File: src/rtl/noc_traffic_pkg.sv
// Shared flit layout, FSM encodings and flit builders for the NoC traffic node.
// Optional build macro NOC_TRAFFIC_BACKPRESSURE_EN is consumed by noc_traffic_node.
`ifndef Noc_Data_Width
`define Noc_Data_Width 64
`endif
`ifndef Noc_ID_X_Width
`define Noc_ID_X_Width 4
`endif
`ifndef Noc_ID_Y_Width
`define Noc_ID_Y_Width 4
`endif
`ifndef Axi_LEN_Bit
`define Axi_LEN_Bit 8
`endif
`ifndef Noc_Head_H
`define Noc_Head_H 4'hA
`endif
`ifndef Noc_Head_E
`define Noc_Head_E 4'h5
`endif
`ifndef Noc_Tail_H
`define Noc_Tail_H 4'hC
`endif
`ifndef Noc_Tail_E
`define Noc_Tail_E 4'h3
`endif

package noc_traffic_pkg;

  localparam int DATA_W = `Noc_Data_Width;
  localparam int ID_X_W = `Noc_ID_X_Width;
  localparam int ID_Y_W = `Noc_ID_Y_Width;
  localparam int LEN_W  = `Axi_LEN_Bit;
  localparam int MARK_W = 4;

  localparam logic [MARK_W-1:0] MARK_HEAD_H = `Noc_Head_H;
  localparam logic [MARK_W-1:0] MARK_HEAD_E = `Noc_Head_E;
  localparam logic [MARK_W-1:0] MARK_TAIL_H = `Noc_Tail_H;
  localparam logic [MARK_W-1:0] MARK_TAIL_E = `Noc_Tail_E;

  // Flit layout, MSB first: H marker | src X,Y | dest X,Y | type(2) | order(8) | len | E marker | pad
  localparam int Noc_Point_H      = DATA_W - 1;
  localparam int Noc_Source_Point = Noc_Point_H - MARK_W;
  localparam int Noc_Dest_Point   = Noc_Source_Point - ID_X_W - ID_Y_W;
  localparam int Noc_Type_Point   = Noc_Dest_Point - ID_X_W - ID_Y_W;
  localparam int Noc_Order_Point  = Noc_Type_Point - 2;
  localparam int Axi_Len_Point    = Noc_Order_Point - 8;
  localparam int Noc_Point_E      = Axi_Len_Point - LEN_W;
  localparam int PAD_W            = Noc_Point_E - MARK_W + 1;

  typedef enum logic [2:0] {
    TX_IDLE = 3'd0,
    TX_HEAD = 3'd1,
    TX_BODY = 3'd2,
    TX_TAIL = 3'd3,
    TX_GAP  = 3'd4
  } tx_state_e;

  typedef enum logic {
    RX_WAIT_HEAD = 1'b0,
    RX_BODY      = 1'b1
  } rx_state_e;

  function automatic logic [DATA_W-1:0] body_pattern(input logic [7:0] pkt_idx,
                                                     input logic [7:0] idx);
    return {(DATA_W / 16){pkt_idx, idx}};
  endfunction

  function automatic logic [DATA_W-1:0] make_flit(input logic [MARK_W-1:0] mark_h,
                                                  input logic [MARK_W-1:0] mark_e,
                                                  input logic [ID_X_W-1:0] src_x,
                                                  input logic [ID_Y_W-1:0] src_y,
                                                  input logic [ID_X_W-1:0] dst_x,
                                                  input logic [ID_Y_W-1:0] dst_y,
                                                  input logic [7:0]        order,
                                                  input logic [LEN_W-1:0]  len);
    return {mark_h, src_x, src_y, dst_x, dst_y, 2'b00, order, len, mark_e, {PAD_W{1'b0}}};
  endfunction

endpackage

File: src/rtl/noc_traffic_rx_ctx.sv
// One receive virtual-channel context: framing, source, length and payload checks.
// Emits single-cycle good/err pulses that the top sums into its counters.
module noc_traffic_rx_ctx
  import noc_traffic_pkg::*;
(
  input  logic              noc_clk,
  input  logic              noc_rst,
  input  logic              flit_acc,
  input  logic [DATA_W-1:0] flit,
  input  logic              is_header,
  input  logic              is_tail,
  output logic              pkt_good,
  output logic              pkt_err
);

  rx_state_e         state, state_nxt;
  logic [ID_X_W-1:0] src_x;
  logic [ID_Y_W-1:0] src_y;
  logic [7:0]        pkt_idx;
  logic [LEN_W-1:0]  len;
  // Extra MSB keeps an overlong packet from wrapping back onto a length match
  logic [LEN_W:0]    body_cnt;
  logic              err_flag;

  logic head_ok, tail_ok, src_ok, len_ok, body_ok, tail_good;

  assign head_ok = (flit[Noc_Point_H -: MARK_W] == MARK_HEAD_H) &&
                   (flit[Noc_Point_E -: MARK_W] == MARK_HEAD_E);
  assign tail_ok = (flit[Noc_Point_H -: MARK_W] == MARK_TAIL_H) &&
                   (flit[Noc_Point_E -: MARK_W] == MARK_TAIL_E);
  assign src_ok  = (flit[Noc_Source_Point -: ID_X_W] == src_x) &&
                   (flit[Noc_Source_Point - ID_X_W -: ID_Y_W] == src_y);
  assign len_ok  = (body_cnt == {1'b0, len});
  assign body_ok = (flit == body_pattern(pkt_idx, body_cnt[7:0]));
  assign tail_good = tail_ok && src_ok && len_ok && !err_flag;

  always_ff @(posedge noc_clk or posedge noc_rst) begin
    if (noc_rst) state <= RX_WAIT_HEAD;
    else         state <= state_nxt;
  end

  always_comb begin
    state_nxt = state;
    if (flit_acc) begin
      case (state)
        RX_WAIT_HEAD: if (is_header && head_ok) state_nxt = RX_BODY;
        RX_BODY: begin
          if (is_header)    state_nxt = head_ok ? RX_BODY : RX_WAIT_HEAD;
          else if (is_tail) state_nxt = RX_WAIT_HEAD;
        end
        default: state_nxt = RX_WAIT_HEAD;
      endcase
    end
  end

  always_comb begin
    pkt_good = 1'b0;
    pkt_err  = 1'b0;
    if (flit_acc) begin
      case (state)
        RX_WAIT_HEAD: pkt_err = !(is_header && head_ok);
        RX_BODY: begin
          if (is_header) begin
            pkt_err = 1'b1;
          end else if (is_tail) begin
            pkt_good = tail_good;
            pkt_err  = !tail_good;
          end
        end
        default: pkt_err = 1'b0;
      endcase
    end
  end

  always_ff @(posedge noc_clk or posedge noc_rst) begin
    if (noc_rst) begin
      body_cnt <= '0;
      err_flag <= 1'b0;
    end else if (flit_acc) begin
      if (is_header) begin
        body_cnt <= '0;
        err_flag <= 1'b0;
      end else if (state == RX_BODY && !is_tail) begin
        if (body_cnt != '1) body_cnt <= body_cnt + (LEN_W + 1)'(1);
        if (!body_ok)       err_flag <= 1'b1;
      end
    end
  end

  always_ff @(posedge noc_clk) begin
    if (flit_acc && is_header && head_ok) begin
      src_x   <= flit[Noc_Source_Point -: ID_X_W];
      src_y   <= flit[Noc_Source_Point - ID_X_W -: ID_Y_W];
      pkt_idx <= flit[Noc_Order_Point -: 8];
      len     <= flit[Axi_Len_Point -: LEN_W];
    end
  end

endmodule

File: src/rtl/noc_traffic_node.sv
// NoC endpoint traffic generator (burst sender) and per-VC packet checker.
// Define NOC_TRAFFIC_BACKPRESSURE_EN to drive receive_ready from a 16-bit LFSR.
module noc_traffic_node
  import noc_traffic_pkg::*;
#(
  parameter logic [ID_X_W-1:0] X_ID      = '0,
  parameter logic [ID_Y_W-1:0] Y_ID      = '0,
  parameter logic [ID_X_W-1:0] DEST_X_ID = '0,
  parameter logic [ID_Y_W-1:0] DEST_Y_ID = '0,
  parameter int                PKT_NUM   = 4,
  parameter int                BODY_LEN  = 1,
  parameter int                VC_NUM    = 2,
  parameter int                GAP_CYC   = 0,
  parameter int                TX_VC     = 0
) (
  input  logic              noc_clk,
  input  logic              noc_rst,
  input  logic              send_start,
  output logic              send_busy,
  output logic              send_done,
  output logic              sender_valid,
  input  logic              sender_ready,
  output logic [DATA_W-1:0] sender_flit,
  output logic              sender_is_header,
  output logic              sender_is_tail,
  output logic [1:0]        sender_vc,
  input  logic [VC_NUM-1:0] receive_valid,
  output logic [VC_NUM-1:0] receive_ready,
  input  logic [DATA_W-1:0] receive_flit,
  input  logic              receive_is_header,
  input  logic              receive_is_tail,
  output logic [15:0]       rx_pkt_cnt,
  output logic [15:0]       rx_err_cnt
);

  localparam logic [7:0]       LAST_PKT  = 8'(PKT_NUM - 1);
  localparam logic [7:0]       LAST_BODY = 8'(BODY_LEN - 1);
  localparam logic [LEN_W-1:0] LEN_VAL   = LEN_W'(BODY_LEN);
  localparam logic [3:0]       GAP_LAST  = 4'(GAP_CYC - 1);

  function automatic logic [15:0] sat_add(input logic [15:0] cnt, input logic [2:0] inc);
    logic [16:0] sum;
    sum = {1'b0, cnt} + {14'b0, inc};
    return sum[16] ? 16'hFFFF : sum[15:0];
  endfunction

  tx_state_e  tx_state, tx_state_nxt;
  logic [7:0] pkt_idx, body_idx;
  logic [3:0] gap_cnt;
  logic       tx_xfer, tx_last_tail;

  assign tx_xfer      = sender_valid & sender_ready;
  assign tx_last_tail = tx_xfer && (tx_state == TX_TAIL) && (pkt_idx == LAST_PKT);
  assign sender_vc    = 2'(TX_VC);

  always_ff @(posedge noc_clk or posedge noc_rst) begin
    if (noc_rst) tx_state <= TX_IDLE;
    else         tx_state <= tx_state_nxt;
  end

  always_comb begin
    tx_state_nxt = tx_state;
    case (tx_state)
      TX_IDLE: if (send_start) tx_state_nxt = TX_HEAD;
      TX_HEAD: if (tx_xfer) tx_state_nxt = TX_BODY;
      TX_BODY: if (tx_xfer && body_idx == LAST_BODY) tx_state_nxt = TX_TAIL;
      TX_TAIL: begin
        if (tx_xfer) begin
          if (pkt_idx == LAST_PKT) tx_state_nxt = TX_IDLE;
          else if (GAP_CYC == 0)   tx_state_nxt = TX_HEAD;
          else                     tx_state_nxt = TX_GAP;
        end
      end
      TX_GAP:  if (gap_cnt == GAP_LAST) tx_state_nxt = TX_HEAD;
      default: tx_state_nxt = TX_IDLE;
    endcase
  end

  // Flit and markers derive from state alone, so they stay stable under backpressure
  always_comb begin
    sender_valid     = 1'b0;
    sender_is_header = 1'b0;
    sender_is_tail   = 1'b0;
    sender_flit      = '0;
    send_busy        = (tx_state != TX_IDLE);
    case (tx_state)
      TX_HEAD: begin
        sender_valid     = 1'b1;
        sender_is_header = 1'b1;
        sender_flit      = make_flit(MARK_HEAD_H, MARK_HEAD_E, X_ID, Y_ID,
                                     DEST_X_ID, DEST_Y_ID, pkt_idx, LEN_VAL);
      end
      TX_BODY: begin
        sender_valid = 1'b1;
        sender_flit  = body_pattern(pkt_idx, body_idx);
      end
      TX_TAIL: begin
        sender_valid   = 1'b1;
        sender_is_tail = 1'b1;
        sender_flit    = make_flit(MARK_TAIL_H, MARK_TAIL_E, X_ID, Y_ID,
                                   DEST_X_ID, DEST_Y_ID, pkt_idx, LEN_VAL);
      end
      default: sender_valid = 1'b0;
    endcase
  end

  always_ff @(posedge noc_clk or posedge noc_rst) begin
    if (noc_rst) begin
      pkt_idx   <= '0;
      body_idx  <= '0;
      gap_cnt   <= '0;
      send_done <= 1'b0;
    end else begin
      send_done <= tx_last_tail;
      case (tx_state)
        TX_IDLE: begin
          if (send_start) begin
            pkt_idx  <= '0;
            body_idx <= '0;
          end
        end
        TX_BODY: if (tx_xfer) body_idx <= (body_idx == LAST_BODY) ? 8'd0 : body_idx + 8'd1;
        TX_TAIL: begin
          if (tx_xfer) begin
            pkt_idx <= pkt_idx + 8'd1;
            gap_cnt <= '0;
          end
        end
        TX_GAP:  gap_cnt <= gap_cnt + 4'd1;
        default: gap_cnt <= gap_cnt;
      endcase
    end
  end

  // Receive side: ready comes up on the first edge out of reset
  logic rdy_en;

  always_ff @(posedge noc_clk or posedge noc_rst) begin
    if (noc_rst) rdy_en <= 1'b0;
    else         rdy_en <= 1'b1;
  end

`ifdef NOC_TRAFFIC_BACKPRESSURE_EN
  logic [15:0] lfsr;

  always_ff @(posedge noc_clk or posedge noc_rst) begin
    if (noc_rst) lfsr <= 16'hACE1;
    else         lfsr <= {lfsr[14:0], lfsr[15] ^ lfsr[13] ^ lfsr[12] ^ lfsr[10]};
  end

  assign receive_ready = rdy_en ? ~lfsr[VC_NUM-1:0] : '0;
`else
  assign receive_ready = {VC_NUM{rdy_en}};
`endif

  logic [VC_NUM-1:0] rx_acc, vc_good, vc_err;
  logic              rx_multi;
  logic [2:0]        good_inc, err_inc;

  assign rx_acc   = receive_valid & receive_ready;
  assign rx_multi = (rx_acc & (rx_acc - VC_NUM'(1))) != '0;

  for (genvar v = 0; v < VC_NUM; v++) begin : g_vc
    noc_traffic_rx_ctx u_ctx (
      .noc_clk   (noc_clk),
      .noc_rst   (noc_rst),
      .flit_acc  (rx_acc[v] & ~rx_multi),
      .flit      (receive_flit),
      .is_header (receive_is_header),
      .is_tail   (receive_is_tail),
      .pkt_good  (vc_good[v]),
      .pkt_err   (vc_err[v])
    );
  end

  always_comb begin
    good_inc = '0;
    err_inc  = {2'b00, rx_multi};
    for (int v = 0; v < VC_NUM; v++) begin
      good_inc = good_inc + {2'b00, vc_good[v]};
      err_inc  = err_inc + {2'b00, vc_err[v]};
    end
  end

  always_ff @(posedge noc_clk or posedge noc_rst) begin
    if (noc_rst) begin
      rx_pkt_cnt <= '0;
      rx_err_cnt <= '0;
    end else begin
      rx_pkt_cnt <= sat_add(rx_pkt_cnt, good_inc);
      rx_err_cnt <= sat_add(rx_err_cnt, err_inc);
    end
  end

endmodule

File: config.mk
export PLATFORM = sky130hd
export DESIGN_NAME = noc_traffic_node
export DESIGN_NICKNAME = d
export VERILOG_FILES = /design/src/rtl/noc_traffic_pkg.sv /design/src/rtl/noc_traffic_rx_ctx.sv /design/src/rtl/noc_traffic_node.sv
export SDC_FILE = /design/constraint.sdc
export NUM_CORES = 1
export LEC_CHECK = 0
export BUFFER_PORTS_ARGS = -buffer_cell sky130_fd_sc_hd__buf_2
export CORE_MARGIN = 2
export CORE_UTILIZATION = 50
export DETAILED_ROUTE_END_ITERATION = 10
export GPL_ROUTABILITY_DRIVEN = 1
export PLACE_DENSITY = 0.78
export SLEW_MARGIN = 40
export SYNTH_ARGS = -nofsm -noshare
export SYNTH_HDL_FRONTEND = slang
export SYNTH_HIERARCHICAL = 1
export SYNTH_SLANG_ARGS = --single-unit
File: constraint.sdc
create_clock -name noc_clk -period 3.06 [get_ports noc_clk]
set_input_delay 0.306 -clock noc_clk [delete_from_list [all_inputs] [get_ports noc_clk]]
set_output_delay 0.306 -clock noc_clk [all_outputs]
set_load 0.02 [all_outputs]
==> flow_summary.yaml <==
sta:
  setup_violations: 15
  finClkSkew_ns: 0.01126
  max_freq_ghz: 0.3150
  rsz0062_at_grt: "true"
  hold_violations: 0
  slew_viol_final: 0
  tightest_slew_ns: 0.6708
  min_period_ns: 3.174
  period_share_pct: 103.7
  tns_ns: -1.211
  maxSlewHeadroom_pct: 55.23
  finalWorstSetupSlack_ns: -0.1142
routing:
  routed.top_layer: "met4"
  drt-total-wl_um: 20890
  vias: 6666
  via_per_inst: 5.717
  route.met2.wl_um: 9831
  first_pass_iters: 5
  wl_per_cell_um: 17.92
  met1_length_um: 8847
  drc: 0
  wl_met3_um: 1668
  initialDrtViolationCount: 469
  ant_nets: 0
critical_path:
  crit_type: "reg2reg"
  r2r_start: "g_vc[0].u_ctx/src_y[0]"
  cp-end-kind: "flop"
  critPathLaunch: "g_vc[0].u_ctx/src_y[0]"
  path_max_fanout: 3
  worstSetupStartpointType: "flop"
  worstPathArrival_ns: 3.48
  crit_required_ns: 3.37
pwr:
  power.density_nw_per_um2: 550.3
  power_mw: 5.304
  ir_worst_vdd_v: 0.0005862
  p_leak_nw: 4.670
grt:
  antenna_found_initial: 1
  grt_usage_pct: 25.46
  grt_max_degree: 38
  grt_pass1_vias: 6280
  grt_first_pass_wirelength_um: 31970
  overflow: 0
cells_and_area:
  diodes: 0
  nets: 1055
  drive_above_1_share_pct: 33.44
  nFillCells: 1196
  layoutNonFillerInstCount: 1166
  syn_to_final_growth_pct: 26.91
min_path:
  holdCritStartpoint: "receive_flit[40]"
  worst_hold_path_type: "in2reg"
placement:
  dp_cells: 1129
  numPortBuffers: 174
  place_congestion: 0.9114
  hpwl_um: 15300
synthesis:
  synth_top_area_share_pct: 24.39
  ys_seq_area_share_pct: 43.37
  synth_largest_area_cell: "dfrtp_1"
  synth_cell_types: 63
  syn_area_um2: 7594
  ys_warn_count: 6
  synthCells: 770
  synth_area_per_cell_um2: 9.862
  ys_seq_elements: 122
  synth_ff_type: "dfrtp_1"
  synth.top_cells.by_area: "dfrtp_1 (24%), edfxtp_1 (19%), xor2_1 (9.6%), buf_4 (3.7%), xnor2_1 (3.6%)"
  synth_edf_count: 48
  async_reset_ff_share_pct: 60.66
run_status:
  outcome: "complete, but fails checks"
  violations: "setup timing"
die:
  die_w_um: 127.2
  fp.coreArea_um2: 15030
  die_h_um: 127.2
  die-area_um2: 16190
  rows: 45
  start_util_pct: 50.51
  io_pins: 177
clock_tree:
  cts_sinks: 122
  clk_pin_slew_worst_paths_ns: 0.06
  cts.path.max_buffers: 2
  cts_root_buf: "clkbuf_16"
  clock_latency_ns: 0.42
  htree_levels: 4
  cts_tree: "done"
  numCtsBuffers: 17
run:
  cap_violations: 0
==> cell usage after synthesis (2+ instances only) <==
library cell  instances
xnor2_1              31
nor2_1               37
or3_1                14
a22o_1                3
fa_1                  3
buf_4                37
mux2i_1               9
or4_1                 8
dfrtp_1              74
clkbuf_2              3
and3_2                2
nor4bb_1              4
o22ai_1              11
a211oi_1              5
buf_2                 7
conb_1                2
nor4_1               22
and2_1               22
a31oi_1               8
and4_1                4
nand2_1              59
nor3b_1               4
edfxtp_1             48
xor2_1               83
a21oi_1               9
and3_1               33
clkbuf_1             10
nor2b_1               5
nor3_1               30
and4bb_2              2
a31o_2                2
mux2_2                4
buf_6                 3
ha_1                 15
nand2b_1              7
nand4_1              27
a21o_1               11
nand3_1              35
o21ai_0              20
a22oi_1               2
o31ai_1               4
inv_1                28
o2bb2ai_1             2
nand4bb_1             2
==> stage by stage <==
| step | utilization, % | cell area, um2 | worst slack [ns] | hold slack [ns] |
|---|---|---|---|---|
| after floorplan | - | 7612 | -0.03147 | 0.1584 |
| after global placement | 58.14 | 8741 | -0.1963 | 0.3521 |
| after detailed placement | 58.14 | 8741 | -0.2220 | 0.3675 |
| after CTS | 63.00 | 9472 | -0.01187 | 0.1117 |
| after global routing | 64.10 | 9637 | -0.3163 | 0.1237 |
| final | 64.10 | 9637 | -0.1142 | 0.1302 |
==> layout by cell type, fill, tap and decap left out, types with 6 or more instances in the layout <==
| cell | Yosys | routed |
|---|---|---|
| nor2_1 | 37 | 33 |
| buf_2 | 7 | 174 |
| or4_1 | 8 | 8 |
| mux2i_1 | 9 | 9 |
| nand2_2 | 0 | 17 |
| ha_1 | 15 | 12 |
| nand3_1 | 35 | 31 |
| o21ai_0 | 20 | 18 |
| clkbuf_16 | 0 | 17 |
| nor3_1 | 30 | 29 |
| or3_1 | 14 | 14 |
| inv_1 | 28 | 26 |
| a31oi_1 | 8 | 7 |
| nand2_1 | 59 | 41 |
| edfxtp_1 | 48 | 48 |
| nor4_1 | 22 | 17 |
| and2_1 | 22 | 22 |
| buf_4 | 37 | 55 |
| xor2_1 | 83 | 83 |
| a21o_1 | 11 | 11 |
| nand2b_1 | 7 | 6 |
| xnor2_1 | 31 | 30 |
| dfrtp_1 | 74 | 74 |
| o22ai_1 | 11 | 11 |
| a21oi_1 | 9 | 9 |
| and3_1 | 33 | 33 |
| nand4_1 | 27 | 27 |
==> area by class of cell <==
type                            instances  area (um2)  share of cell area (%)
Clock inverter                         15       205.2                   2.129
Timing Repair Buffer                  235        1350                   14.01
Tap cell                              188       235.2                   2.441
Sequential cell                       122        3293                   34.17
Inverter                               28       106.4                   1.104
Clock buffer                           17       425.4                   4.414
Multi-Input combinational cell        561        4021                   41.73
==> critical path, stage by stage (launching register included) <==
cell	delay, ns
edfxtp_1	0.37
xor2_1	0.15
nor4_1	0.27
buf_4	0.16
nand4_1	0.15
o21ai_2	0.22
a31oi_4	0.12
fa_2	0.48
ha_4	0.18
fa_2	0.37
nand2_4	0.09
buf_4	0.14
o21ai_0	0.08
mux2_4	0.28
==> power by group <==
group | internal [mW] | switching [mW] | leakage, nW
sequential | 1.77 | 0.107 | 1.42
clock | 1.43 | 0.725 | 0.305
combinational | 0.469 | 0.800 | 2.94
==> layer usage <==
layer / GRT usage, % / vias up
met5: 0 / -
met4: 9.632 / 0
met3: 6.156 / 42
met2: 39.75 / 303
met1: 34.66 / 3199
li1: - / 3122
==> path summary, 6_finish.rpt <==
kind	end	slack, ns	cells past startpoint
min	g_vc[1].u_ctx/pkt_idx[6]	0.13	1
max reg2reg	rx_err_cnt[15]	-0.11	13
min reg2reg	pkt_idx[6]	0.56	1
min in group asynchronous	g_vc[1].u_ctx/err_flag	0.50	3
max in group asynchronous	rx_pkt_cnt[3]	1.91	4
max	rx_err_cnt[15]	-0.11	13
==> kinds of logic (layout without fill, tap and decap cells) <==
logic type	Yosys count	after routing	share of synthesized area, %
and+or+nand+nor	324	324	23.69
DFF	122	122	43.37
xor gates and xnor gates	114	114	13.15
AOI/OAI and AO/OA	88	88	7.860
buffers and inverters	88	295	6.640
adders and majority gates	18	18	3.263
muxes	14	14	1.928
other	2	3	0.09890
==> state kept, by name, summed over array words and instances, names as in the netlist <==
name                 count
g_vc.u_ctx/body_cnt     18
g_vc.u_ctx/len          16
g_vc.u_ctx/pkt_idx      16
rx_err_cnt              16
rx_pkt_cnt              16
body_idx                 8
g_vc.u_ctx/src_x         8
g_vc.u_ctx/src_y         8
pkt_idx                  8
g_vc.u_ctx/err_flag      2
g_vc.u_ctx/state         2
tx_state                 2
rdy_en                   1
send_done                1
==> repair_timing <==
item / CTS / global route
gates resized for setup: 19 / 39
gates cloned: 0 / 1
hold endpoints to repair: 22 / 0
pin swaps: 12 / 15
buffers inserted: 1 / 2
hold buffers: 1 / 0
setup endpoints to repair: 32 / 36
Power figures use the tool's default switching activity.
